$ cat config.mk
export PLATFORM = sky130hd
export DESIGN_NAME = nv_ram_rws_128x32_fifo_ctrl
export DESIGN_NICKNAME = d
export VERILOG_FILES = /design/src/rtl/nv_ram_rws_128x32_fifo_ctrl.sv
export SDC_FILE = /design/constraint.sdc
export NUM_CORES = 1
export LEC_CHECK = 0
export CAP_MARGIN = 10
export CELL_PAD_IN_SITES_DETAIL_PLACEMENT = 0
export CELL_PAD_IN_SITES_GLOBAL_PLACEMENT = 1
export CORE_ASPECT_RATIO = 1.2
export CORE_UTILIZATION = 30
export CTS_BUF_LIST = sky130_fd_sc_hd__clkbuf_2
export CTS_CLUSTER_DIAMETER = 40
export DETAILED_ROUTE_END_ITERATION = 10
export MAX_ROUTING_LAYER = met4
export PLACE_DENSITY = 0.93
export SLEW_MARGIN = 20
export SYNTH_ARGS = -nofsm -noshare
export SYNTH_HDL_FRONTEND = slang
export SYNTH_SLANG_ARGS = --single-unit
$ cat constraint.sdc
create_clock -name clk -period 6.8 [get_ports clk]
set_clock_uncertainty 0.2 [all_clocks]
set_input_delay 1.36 -clock clk [delete_from_list [all_inputs] [get_ports clk]]
set_output_delay 1.36 -clock clk [all_outputs]
set_load 0.02 [all_outputs]
$ cat src/rtl/nv_ram_rws_128x32_fifo_ctrl.sv
`default_nettype none
// ============================================================================
// Module : nv_ram_rws_128x32_fifo_ctrl
// Brief  : Valid/ready FIFO controller for a 128x32 synchronous-read RAM,
//          with a 2-entry output buffer that hides the RAM read latency.
// Rev    : 1.0  initial release
// ============================================================================
module nv_ram_rws_128x32_fifo_ctrl (
    input  logic        clk,
    input  logic        rst,
    input  logic        wr_pvld,
    output logic        wr_prdy,
    input  logic [31:0] wr_pd,
    output logic        rd_pvld,
    input  logic        rd_prdy,
    output logic [31:0] rd_pd,
    output logic [7:0]  fifo_cnt,
    output logic [6:0]  ram_wa,
    output logic        ram_we,
    output logic [31:0] ram_di,
    output logic [6:0]  ram_ra,
    output logic        ram_re,
    input  logic [31:0] ram_dout,
    input  logic [31:0] pwrbus_ram_pd_in,
    output logic [31:0] pwrbus_ram_pd
);

    localparam int DEPTH = 128;
    localparam int AW    = 7;
    localparam int DW    = 32;
    localparam logic [7:0] FULL_CNT = 8'(DEPTH);

    logic [AW-1:0] r_wr_ptr;
    logic [AW-1:0] r_rd_ptr;
    logic [7:0]    r_ram_cnt;
    logic          r_inflight;
    logic [1:0]    r_ob_cnt;
    logic [DW-1:0] r_ob0;
    logic [DW-1:0] r_ob1;

    logic          w_push;
    logic          w_pop;
    logic          w_issue;
    logic [2:0]    w_ob_occ;
    logic [1:0]    w_ob_base;
    logic [DW-1:0] w_ob0_next;
    logic [DW-1:0] w_ob1_next;

    // Handshakes
    assign wr_prdy = !rst && (r_ram_cnt != FULL_CNT);
    assign w_push  = wr_pvld && wr_prdy;
    assign rd_pvld = !rst && (r_ob_cnt != 2'd0);
    assign rd_pd   = r_ob0;
    assign w_pop   = rd_pvld && rd_prdy;

    // Output-buffer occupancy after this cycle's return and pop; a new read
    // may only be issued if that leaves room for its data next cycle.
    assign w_ob_occ  = {1'b0, r_ob_cnt} + {2'b00, r_inflight} - {2'b00, w_pop};
    assign w_ob_base = r_ob_cnt - {1'b0, w_pop};
    assign w_issue   = !rst && (r_ram_cnt != 8'd0) && (w_ob_occ < 3'd2);

    // RAM ports
    assign ram_we = w_push;
    assign ram_wa = r_wr_ptr;
    assign ram_di = wr_pd;
    assign ram_re = w_issue;
    assign ram_ra = r_rd_ptr;

    assign pwrbus_ram_pd = pwrbus_ram_pd_in;

    assign fifo_cnt = rst ? 8'd0
                          : (r_ram_cnt + {7'd0, r_inflight} + {6'd0, r_ob_cnt});

    // Shift on pop, then land returning data in the first free slot.
    always_comb begin
        w_ob0_next = r_ob0;
        w_ob1_next = r_ob1;
        if (w_pop) begin
            w_ob0_next = r_ob1;
        end
        if (r_inflight) begin
            if (w_ob_base == 2'd0) begin
                w_ob0_next = ram_dout;
            end else begin
                w_ob1_next = ram_dout;
            end
        end
    end

    always_ff @(posedge clk) begin
        if (rst) begin
            r_wr_ptr   <= '0;
            r_rd_ptr   <= '0;
            r_ram_cnt  <= 8'd0;
            r_inflight <= 1'b0;
            r_ob_cnt   <= 2'd0;
            r_ob0      <= '0;
            r_ob1      <= '0;
        end else begin
            if (w_push) begin
                r_wr_ptr <= r_wr_ptr + 1'b1;
            end
            if (w_issue) begin
                r_rd_ptr <= r_rd_ptr + 1'b1;
            end
            r_ram_cnt  <= r_ram_cnt + {7'd0, w_push} - {7'd0, w_issue};
            r_inflight <= w_issue;
            r_ob_cnt   <= w_ob_occ[1:0];
            r_ob0      <= w_ob0_next;
            r_ob1      <= w_ob1_next;
        end
    end

`ifndef SYNTHESIS
    a_ob_no_overflow: assert property (@(posedge clk) disable iff (rst) w_ob_occ <= 3'd2);
`endif

endmodule
`default_nettype wire

# Yosys cells after proc, flatten, opt, wreduce, memory -nomap -nowiden
# Cells that the tools add are included.
[totals]
input_bits = 100
wordCells = 34
ff_bits = 89
out_inout_bits = 122
[op_classes]
reduce_logical = 11
eq_ne = 1
bitwise_logic = 1
addsub = 9
n_lt_le_gt_ge = 1
n_mux = 4
[op_table]
columns = ["cell", "count"]
rows = [
  ["$mux 32", 3],
  ["$add 8x1->8", 2],
  ["$add 7x1->7 const B", 2],
  ["$add 8x2->8", 1],
  ["$mux 8", 1],
  ["$ne 8x8->1 const B", 1],
  ["$reduce_bool 8->1", 1],
  ["$sub 8x1->8", 1],
  ["$logic_and 1x1->1", 6],
  ["$add 2x1->3", 1],
  ["$lt 3x2->1 const B", 1],
  ["$sub 3x1->3", 1],
  ["$logic_not 2->1", 1],
  ["$reduce_and 2->1", 1],
  ["$reduce_bool 2->1", 1],
  ["$sub 2x1->2", 1],
  ["$logic_not 1->1", 1],
  ["$not 1->1", 1],
]

# Depth between registers and ports, before layout
# Gate-level depths: netlist of the first run.
[depth]
depth_word = 7
mapped_depth = 21
mapped_depth_nobuf = 19

# Worst setup path after synthesis of the first run
# No wires, ideal clock.
[synth_path]
path_kind = "input to register"
start = "in rst"
end = "reg r_ram_cnt[7]"
path_buffers = 2
path_stages = 19
setup_slack_ns = 1.179
required_time_ns = 6.477
setup_time_ns = 0.123
arrival_time_ns = 5.297
cell_sequence = "buf_2 > o21ba_2 > nand2_2 > buf_4 > inv_1 > ha_1 > inv_1 > ha_1 > inv_1 > fa_1 > nand2b_4 > a211oi_4 > ha_1 > inv_1 > ha_1 > a211o_1 > a31oi_1 > o2bb2ai_1 > mux2_1"
[synth_via]
elab_chain_cells = 7
elab_cells_between_ends = 11
cone_classes = "add/sub (3); order compare (1); reduce/logical (7)"
[synth_rtl]
columns = ["element", "line_no", "text"]
rows = [
  ["from (decl)", "10", "input logic rst,"],
  ["$logic_not 1->1", "52", "assign rd_pvld = !rst && (r_ob_cnt != 2'd0);"],
  ["$logic_and 1x1->1", "52", ""],
  ["net rd_pvld", "14", "output logic rd_pvld,"],
  ["$logic_and 1x1->1", "54", "assign w_pop = rd_pvld && rd_prdy;"],
  ["$sub 3x1->3", "58", "assign w_ob_occ = {1'b0, r_ob_cnt} + {2'b00, r_inflight} - {2'b00, w_pop};"],
  ["$lt 3x2->1", "60", "assign w_issue = !rst && (r_ram_cnt != 8'd0) && (w_ob_occ < 3'd2);"],
  ["$logic_and 1x1->1", "60", ""],
  ["net ram_re", "22", "output logic ram_re,"],
  ["$sub 8x1->8", "106", "r_ram_cnt <= r_ram_cnt + {7'd0, w_push} - {7'd0, w_issue};"],
  ["to (signal assigned)", "106", ""],
  ["to (decl)", "35", "logic [7:0] r_ram_cnt;"],
]
# The timed path passes the listed nets, and every way through them passes these cells.
# A chain may end at the register's enable or synchronous reset.

# Worst setup path after layout of the first run
[layout_path]
start = "in rd_prdy"
end = "out ram_re"
[layout_via]
elab_chain_cells = 4
[layout_rtl]
columns = ["element", "line_no", "text"]
rows = [
  ["from (decl)", "15", "input logic rd_prdy,"],
  ["$logic_and 1x1->1", "54", ""],
  ["$sub 3x1->3", "58", ""],
  ["$lt 3x2->1", "60", ""],
  ["$logic_and 1x1->1", "60", ""],
  ["to (decl)", "22", ""],
]
# Every way passes these cells.

==> parameters.txt, run 1 <==
Parameter                              Value

Logic synthesis
  Sequential area share after synthesis ... 38.00%
  Syn nets ... 669
  Main area contributors after synthesis ... sky130_fd_sc_hd__dfxtp_1 38%, sky130_fd_sc_hd__buf_4 11%, sky130_fd_sc_hd__mux2i_1 7.7%, sky130_fd_sc_hd__a21oi_1 7.4%, sky130_fd_sc_hd__ha_1 5.9%
  Average cell area after synthesis ... 8.634 µm²
  Synthesized-area fraction occupied by xor and xnor cells ... 2.989%
  Area share of the largest cell type after synthesis ... 38.00%
  Multiplexer area fraction after synthesis ... 8.567%
  Compound-Gate Fraction of Synth Area ... 14.60%
  Most common cell in the netlist ... sky130_fd_sc_hd__dfxtp_1
  Netlist area before placement ... 4688 µm²
  Synthesized-area fraction occupied by adder cells ... 7.579%
  Distinct cell type count after synthesis ... 45
  Largest family of logic cells by synthesized area ... buffers and inverters
  Proportion of synthesized flip-flops having asynchronous set or reset ... 0%
  Most used standard cells in the synthesized netlist ... 89 x sky130_fd_sc_hd__dfxtp_1, 73 x sky130_fd_sc_hd__nand2_1, 69 x sky130_fd_sc_hd__a21oi_1, 67 x sky130_fd_sc_hd__buf_4, 36 x sky130_fd_sc_hd__mux2i_1
  Number of synthesized register bits ... 89
  Area fraction in and, or, nand and nor cells after synthesis ... 13.42%
  Number of warnings printed during yosys synthesis ... 0
  Number of synthesized flops with an enable pin ... 0
  Predominant post-synthesis flop cell ... sky130_fd_sc_hd__dfxtp_1
  Gate count of the mapped netlist ... 543
  Cell type contributing the most total cell area after synthesis ... sky130_fd_sc_hd__dfxtp_1

Setup path
  Required time at the endpoint of the critical path ... 5.24 ns
  Critical path's slowest cell ... sky130_fd_sc_hd__clkdlybuf4s50_1
  CP Data Arrival Time ... 4.15 ns
  Cell family contributing the most delay on the critical path ... buffers and inverters
  CP most frequent cell ... sky130_fd_sc_hd__inv_1
  Cells traversed along the worst timing path ... clkdlybuf4s50_1 -> nand2_2 -> inv_1 -> ha_1 -> inv_1 -> ha_1 -> inv_1 -> fa_1 -> nand2b_4 -> a211oi_4 -> clkdlybuf4s50_1
  Worst Setup End Kind ... primary output
  Largest fanout on the critical path ... 8
  Category of the worst setup path launch point ... primary input
  Crit-path max cell delay ... 0.68 ns
  Worst Path Buf+Inv ... 5
  Crit path kind ... in2out

GRT
  Met2 track demand over resource ... 22.49%
  First-pass GRT wire length ... 15990 µm
  Number of antenna violations at the first check in global routing ... 1
  Combined global-route utilization of all metal layers ... 13.24%
  Vias in the first global route ... 3372
  Met3 track demand over resource in global routing ... 3.934%
  Fraction of met1 tracks used by global routing ... 13.48%
  Maximum number of pins on one net before global-route repair ... 72
  Total overflow reported by the global router ... 0
  GRT Max-Usage Layer ... met2

Outcome
  Status ... completed

Clocking
  Post-CTS Setup Inserts ... 0
  Latest clock arrival within the worst-skew pair ... 0.56 ns
  Number of clock sinks ... 89
  Largest buffer count on any clock path ... 2
  Clock transition at the registers of the reported paths ... 0.21 ns
  Clock tree from TritonCTS ... yes
  Hold bufs inserted after CTS ... 0
  H-tree depth ... 3
  Clock tree root buffer cell ... sky130_fd_sc_hd__clkbuf_2
  Total CTS buffers ... 9
  Count of cells resized by post-cts repair ... 0

Final layout
  Relative area change from synthesis to final layout ... 16.12%
  Fillers ... 1549
  Layout net count ... 687
  Sequential Area ... 1782 µm²
  Area occupied by multi-input gates ... 2211 µm²
  Share of layout cells above drive strength 1 ... 5.300%

Die
  Area inside the core boundary ... 15140 µm²
  Overall die area ... 16130 µm²
  Chip Width ... 116.1 µm
  Row Count ... 49
  Count of boundary I/O pins ... 222
  Vertical die dimension ... 138.9 µm
  Initial core utilization ... 30.96%

Drt
  Number of iterations in the first detailed-routing pass ... 6
  Routed wire length per instance ... 13.15 µm
  Routed WL ... 10140 µm
  Remaining DRCs ... 0
  Remaining antenna violation count after routing ... 0
  Routed vias ... 3530
  Iter 0 DRT Violations ... 147
  Number of vias per cell after detailed routing ... 4.578

Timing
  Worst hold slack ... 0.2686 ns
  Total negative slack ... 0 ns
  Tightest slew margin relative to the limit ... 49.57%
  Setup repair after global routing missed its margin ... false
  Hold Violations, Final ... 0
  Worst Max-Slew Pin Slew ... 0.7564 ns
  Number of setup violations in the final report ... 0
  Timing-limited maximum frequency ... 175.0 MHz
  Time the worst path needs with I/O delays and setup ... 5.715 ns
  Slew Viols, Final ... 0
  Final Cycle Share ... 84.04%

Pwr
  Pint ... 1.375 mW
  Seq pwr share ... 34.1%
  Switching part of the total power ... 41.79%
  Leakage power summed over all cells ... 2.192 nW
  IR Drop Worst-Case VDD ... 270.0 µV
  Power Dens Cells ... 433.9 nW/µm²
  Clock network fraction of total power ... 12.7%
  Switching Power ... 0.9873 mW
  Combinational share of power ... 53.2%

Place
  Buffers added on ports ... 93
  Weighted congestion reported at the end of routability-driven placement ... 0.8444
  Post-DP HPWL ... 6803 µm

Job
  Max-Cap Viols ... 0

Hold path
  Worst Hold Class ... reg2reg
[kinds of logic after synthesis]
logic type,after synthesis
AO/OA/AOI/OAI,121
XOR/XNOR,16
adder cells (fa/ha/maj),26
buffers and inverters,116
flip-flops,89
multiplexers,39
AND/OR/NAND/NOR,136
[power groups by stage]
stage               Sequential, mW  Combinational [mW]  Clock (mW)
finish                       0.806                1.26       0.300
global route                 0.831                1.40       0.340
detailed placement           0.821                1.27           0
CTS                          0.809                1.27       0.320
floorplan                    0.916               0.790           0
global placement             0.816                1.25           0
[stage by stage]
step	total power, mW	std cells	setup slack (ns)	util, %	cell area, µm²
2_1_floorplan	1.706	543	1.179	-	4688
3_3_place_gp	2.064	754	1.101	35.06	5309
3_5_place_dp	2.090	754	1.085	35.06	5309
4_1_cts	2.403	770	1.077	35.93	5441
5_1_grt	2.570	771	0.9530	35.95	5444
6_report	2.362	771	1.085	35.95	5444
[state kept, by name (all words and copies together) (netlist names)]
name,flops
r_inflight,1
r_ob1,32
r_ob_cnt,2
r_ram_cnt,8
ram_ra,7
ram_wa,7
rd_pd,32
[metal layers]
| layer | vias to the layer above | wire length (µm) | share of wire (%) |
|---|---|---|---|
| met4 | 0 | 320 | 3.2 |
| met3 | 32 | 580 | 5.7 |
| met2 | 81 | 5035 | 50 |
| met1 | 1621 | 4203 | 41 |
| li1 | 1796 | - | - |
| met5 | - | 0 | 0 |
[worst paths after layout]
| path | from | endpoint | slack, ns | depth (start not counted) |
|---|---|---|---|---|
| worst min register to register | r_ob1[4] | r_ob1[4] | 0.27 | 2 |
| worst max register to register | r_ob_cnt[1] | r_ram_cnt[7] | 2.44 | 17 |
| worst max-delay path | rd_prdy | ram_re | 1.09 | 11 |
| worst min-delay path | r_ob1[4] | r_ob1[4] | 0.27 | 2 |
[cells in the final DEF, fill, tap and decap left out, drive strengths merged, types with 3 or more instances in the layout]
master | Yosys | routed
clkbuf | 15 | 10
xnor2 | 14 | 14
a21oi | 69 | 69
buf | 77 | 7
mux2i | 36 | 36
mux2 | 3 | 3
a211oi | 5 | 5
o21ai | 34 | 34
dfxtp | 89 | 89
clkdlybuf4s50 | 0 | 92
nand2 | 74 | 74
nand4 | 4 | 4
ha | 22 | 22
nor3 | 4 | 4
inv | 23 | 23
a31oi | 3 | 3
nand3 | 4 | 4
fa | 4 | 4
nor2 | 25 | 25
clkinv | 1 | 3
nor2b | 9 | 9
nand2b | 4 | 4
[worst min-delay path, cell delays in order, from the launching register on]
cell and delay (ns):
sky130_fd_sc_hd__dfxtp_1 0.36, sky130_fd_sc_hd__nand2_1 0.05, sky130_fd_sc_hd__a21oi_1 0.05
[area by class of cell]
type / count / share of cell area, %
multi-input combinational: 338 / 40.61
sequential: 89 / 32.73
timing repair buffer: 99 / 17.83
tap: 204 / 4.689
inverter: 24 / 1.655
clock inverter: 6 / 1.517
clock buffer: 10 / 0.9193
antenna: 1 / 0.04597
(Power assumes the default switching activity.)
==> inputs of run 2 (changes only) <==
==> constraint.sdc (replaced) <==
create_clock -name clk -period 5.55 [get_ports clk]
set_clock_uncertainty 0.2 [all_clocks]
set_input_delay 1.11 -clock clk [delete_from_list [all_inputs] [get_ports clk]]
set_output_delay 1.11 -clock clk [all_outputs]
set_load 0.02 [all_outputs]
==> parameters.txt, run 2 (synthesized netlist as in run 1, its figures left out) <==
Parameter                              Value

Place
  Buffers added on ports ... 93 (unchanged)
  Post-DP HPWL ... 6872 µm (was 6803 µm)
  Weighted congestion reported at the end of routability-driven placement ... 0.8173 (was 0.8444)
  Placed Area ... 5316 µm² (was 5309 µm²)
  Number of placed instances, taps included ... 755 (was 754)

Timing
  Total negative slack ... 0 ns (unchanged)
  Hold Violations, Final ... 0 (unchanged)
  Worst Max-Slew Pin Slew ... 0.7555 ns (was 0.7564 ns)
  Number of setup violations in the final report ... 0 (unchanged)
  Setup repair after global routing missed its margin ... false (unchanged)
  Final Cycle Share ... 91.26%
  Time the worst path needs with I/O delays and setup ... 5.065 ns
  Timing-limited maximum frequency ... 197.4 MHz
  Tightest slew margin relative to the limit ... 49.64% (was 49.57%)
  Slew Viols, Final ... 0 (unchanged)

Drt
  Routed vias ... 3472 (was 3530)
  Iter 0 DRT Violations ... 203 (was 147)
  Routed wire length on met2 ... 4962 µm (was 5035 µm)
  Sum of met3 wire segment lengths after detailed routing ... 514 µm (was 580 µm)
  Remaining antenna violation count after routing ... 0 (unchanged)
  M1 WL ... 4496 µm (was 4203 µm)
  Number of iterations in the first detailed-routing pass ... 4 (was 6)
  Routed wire length per instance ... 13.27 µm (was 13.15 µm)
  Top metal layer carrying routed signals ... met4 (unchanged)
  Number of vias per cell after detailed routing ... 4.503 (was 4.578)
  Routed WL ... 10230 µm (was 10140 µm)
  Remaining DRCs ... 0 (unchanged)

Final layout
  Number of standard cells in the final layout excluding fillers ... 771 (unchanged)
  Layout net count ... 688 (was 687)
  Fillers ... 1560 (was 1549)
  Area occupied by multi-input gates ... 2211 µm² (unchanged)
  Sequential Area ... 1782 µm² (unchanged)
  Relative area change from synthesis to final layout ... 15.21% (was 16.12%)
  Final standard cell area without fillers ... 5401 µm² (was 5444 µm²)
  Count of inserted antenna diode cells ... 0 (was 1)
  Most frequent cells in the layout ... 92 x sky130_fd_sc_hd__clkdlybuf4s50_1, 89 x sky130_fd_sc_hd__dfxtp_1, 73 x sky130_fd_sc_hd__nand2_1, 69 x sky130_fd_sc_hd__a21oi_1, 36 x sky130_fd_sc_hd__mux2i_1 (unchanged)
  Share of layout cells above drive strength 1 ... 5.644% (was 5.300%)
  Commonest non-fill, non-tap cell in the layout ... sky130_fd_sc_hd__clkdlybuf4s50_1 (unchanged)

Clocking
  Largest buffer count on any clock path ... 2 (unchanged)
  Total CTS buffers ... 9 (unchanged)
  Count of cells resized by post-cts repair ... 0 (unchanged)
  H-tree depth ... 3 (unchanged)
  Clock tree from TritonCTS ... yes (unchanged)
  Post-CTS Setup Inserts ... 0 (unchanged)
  Clock transition at the registers of the reported paths ... 0.21 ns (about the same)
  Clock tree root buffer cell ... sky130_fd_sc_hd__clkbuf_2 (unchanged)
  Latest clock arrival within the worst-skew pair ... 0.57 ns (was 0.56 ns)
  Hold bufs inserted after CTS ... 0 (unchanged)
  Number of clock sinks ... 89 (unchanged)

Pwr
  Switching part of the total power ... 43.14% (was 41.79%)
  Combinational share of power ... 55.1% (was 53.2%)
  Leakage power summed over all cells ... 2.183 nW (was 2.192 nW)
  Switching Power ... 1.216 mW (was 0.9873 mW)
  Pint ... 1.603 mW (was 1.375 mW)
  Sum of internal, switching and leakage power ... 2.818 mW (was 2.362 mW)
  Seq pwr share ... 34.9% (was 34.1%)
  Power Dens Cells ... 521.8 nW/µm² (was 433.9 nW/µm²)
  Clock network fraction of total power ... 10.0% (was 12.7%)
  IR Drop Worst-Case VDD ... 329.9 µV (was 270.0 µV)

Die
  Vertical die dimension ... 138.9 µm (unchanged)
  Count of boundary I/O pins ... 222 (unchanged)
  Row Count ... 49 (unchanged)
  Area inside the core boundary ... 15140 µm² (unchanged)
  Initial core utilization ... 30.96% (unchanged)
  Chip Width ... 116.1 µm (unchanged)
  Overall die area ... 16130 µm² (unchanged)

Setup path
  Crit path kind ... in2out (unchanged)
  Cell family contributing the most delay on the critical path ... buffers and inverters (unchanged)
  CP most frequent cell ... sky130_fd_sc_hd__inv_1 (unchanged)
  Largest fanout on the critical path ... 3 (was 8)
  Cells traversed along the worst timing path ... clkdlybuf4s50_1 -> nand2_2 -> inv_1 -> ha_1 -> inv_1 -> ha_1 -> inv_1 -> fa_1 -> nand2b_4 -> a211oi_4 -> clkdlybuf4s50_1 (unchanged)
  Critical path's slowest cell ... sky130_fd_sc_hd__clkdlybuf4s50_1 (unchanged)
  Required time at the endpoint of the critical path ... 4.24 ns (was 5.24 ns)
  Category of the worst setup path launch point ... primary input (unchanged)
  CP Data Arrival Time ... 3.75 ns (was 4.15 ns)
  Crit-path max cell delay ... 0.66 ns (was 0.68 ns)
  Worst Path Buf+Inv ... 5 (unchanged)
  Worst Setup End Kind ... primary output (unchanged)

Hold path
  Worst Hold Class ... reg2reg (unchanged)

GRT
  Number of antenna violations at the first check in global routing ... 0 (was 1)
  Combined global-route utilization of all metal layers ... 13.42% (was 13.24%)
  Maximum number of pins on one net before global-route repair ... 72 (unchanged)
  First-pass GRT wire length ... 16380 µm (was 15990 µm)
  Vias in the first global route ... 3310 (was 3372)
  Total overflow reported by the global router ... 0 (unchanged)

Job
  Max-Cap Viols ... 0 (unchanged)

Outcome
  Status ... completed (unchanged)
[run 2: cell count changes in the layout (fill, tap and decap cells not counted), sizes merged]
cell and delta:
buf +1, bufinv -2, clkinv +3, clkinvlp -1
diode -1
[run 2: power by group through the flow]
stage	registers, mW	logic, mW	clock network, mW
detailed placement	1.00	1.57	0
floorplan	1.12	0.968	0
CTS	0.987	1.58	0.301
global placement	0.998	1.54	0
global route	1.01	1.74	0.327
finish	0.984	1.55	0.281
[run 2: per-stage QoR]
stage	hold WS, ns	setup WS, ns	util, %
after floorplan	0.2357	0.1792	-
after global routing	0.2902	0.3572	35.67
after detailed placement	0.2480	0.4324	35.11
after global placement	0.2425	0.4881	35.11
final	0.2684	0.4850	35.67
after CTS	0.2734	0.4452	35.67
[run 2: layout make-up]
cell class	instances	area share, %
repair buffers	100	18.11
inverters	24	1.668
clock buffers	10	0.9266
multi-input cells	338	40.93
clock inverters	6	0.6486
well taps	204	4.726
flip-flops and latches	89	32.99
[run 2: worst paths after layout]
kind	start	endpoint	slack, ns	depth (start not counted)
setup / recovery	rd_prdy	ram_re	0.49	11
hold / removal	r_ob1[29]	r_ob1[29]	0.27	2
setup reg to reg	r_ob_cnt[1]	r_ram_cnt[7]	1.33	17
hold reg to reg	r_ob1[29]	r_ob1[29]	0.27	2
[run 2: worst reg2reg max path, cell delays in order (launching register included)]
cell and delay, ns:
sky130_fd_sc_hd__dfxtp_1 0.44, sky130_fd_sc_hd__o21ba_2 0.25, sky130_fd_sc_hd__nand2_2 0.07, sky130_fd_sc_hd__inv_1 0.04, sky130_fd_sc_hd__ha_1 0.30, sky130_fd_sc_hd__inv_1 0.07, sky130_fd_sc_hd__ha_1 0.14, sky130_fd_sc_hd__inv_1 0.05
sky130_fd_sc_hd__fa_1 0.54, sky130_fd_sc_hd__nand2b_4 0.09, sky130_fd_sc_hd__a211oi_4 0.28, sky130_fd_sc_hd__ha_1 0.24, sky130_fd_sc_hd__inv_1 0.06, sky130_fd_sc_hd__ha_1 0.28, sky130_fd_sc_hd__a211o_1 0.30, sky130_fd_sc_hd__a31oi_1 0.28
sky130_fd_sc_hd__o2bb2ai_1 0.16, sky130_fd_sc_hd__mux2_1 0.33
[run 2: routing by layer]
layer / GRT usage [%] / vias to the layer above
li1: - / 1794
met1: 15.31 / 1563
met2: 21.46 / 87
met3: 3.278 / 28
met4: 7.018 / 0
met5: - / -
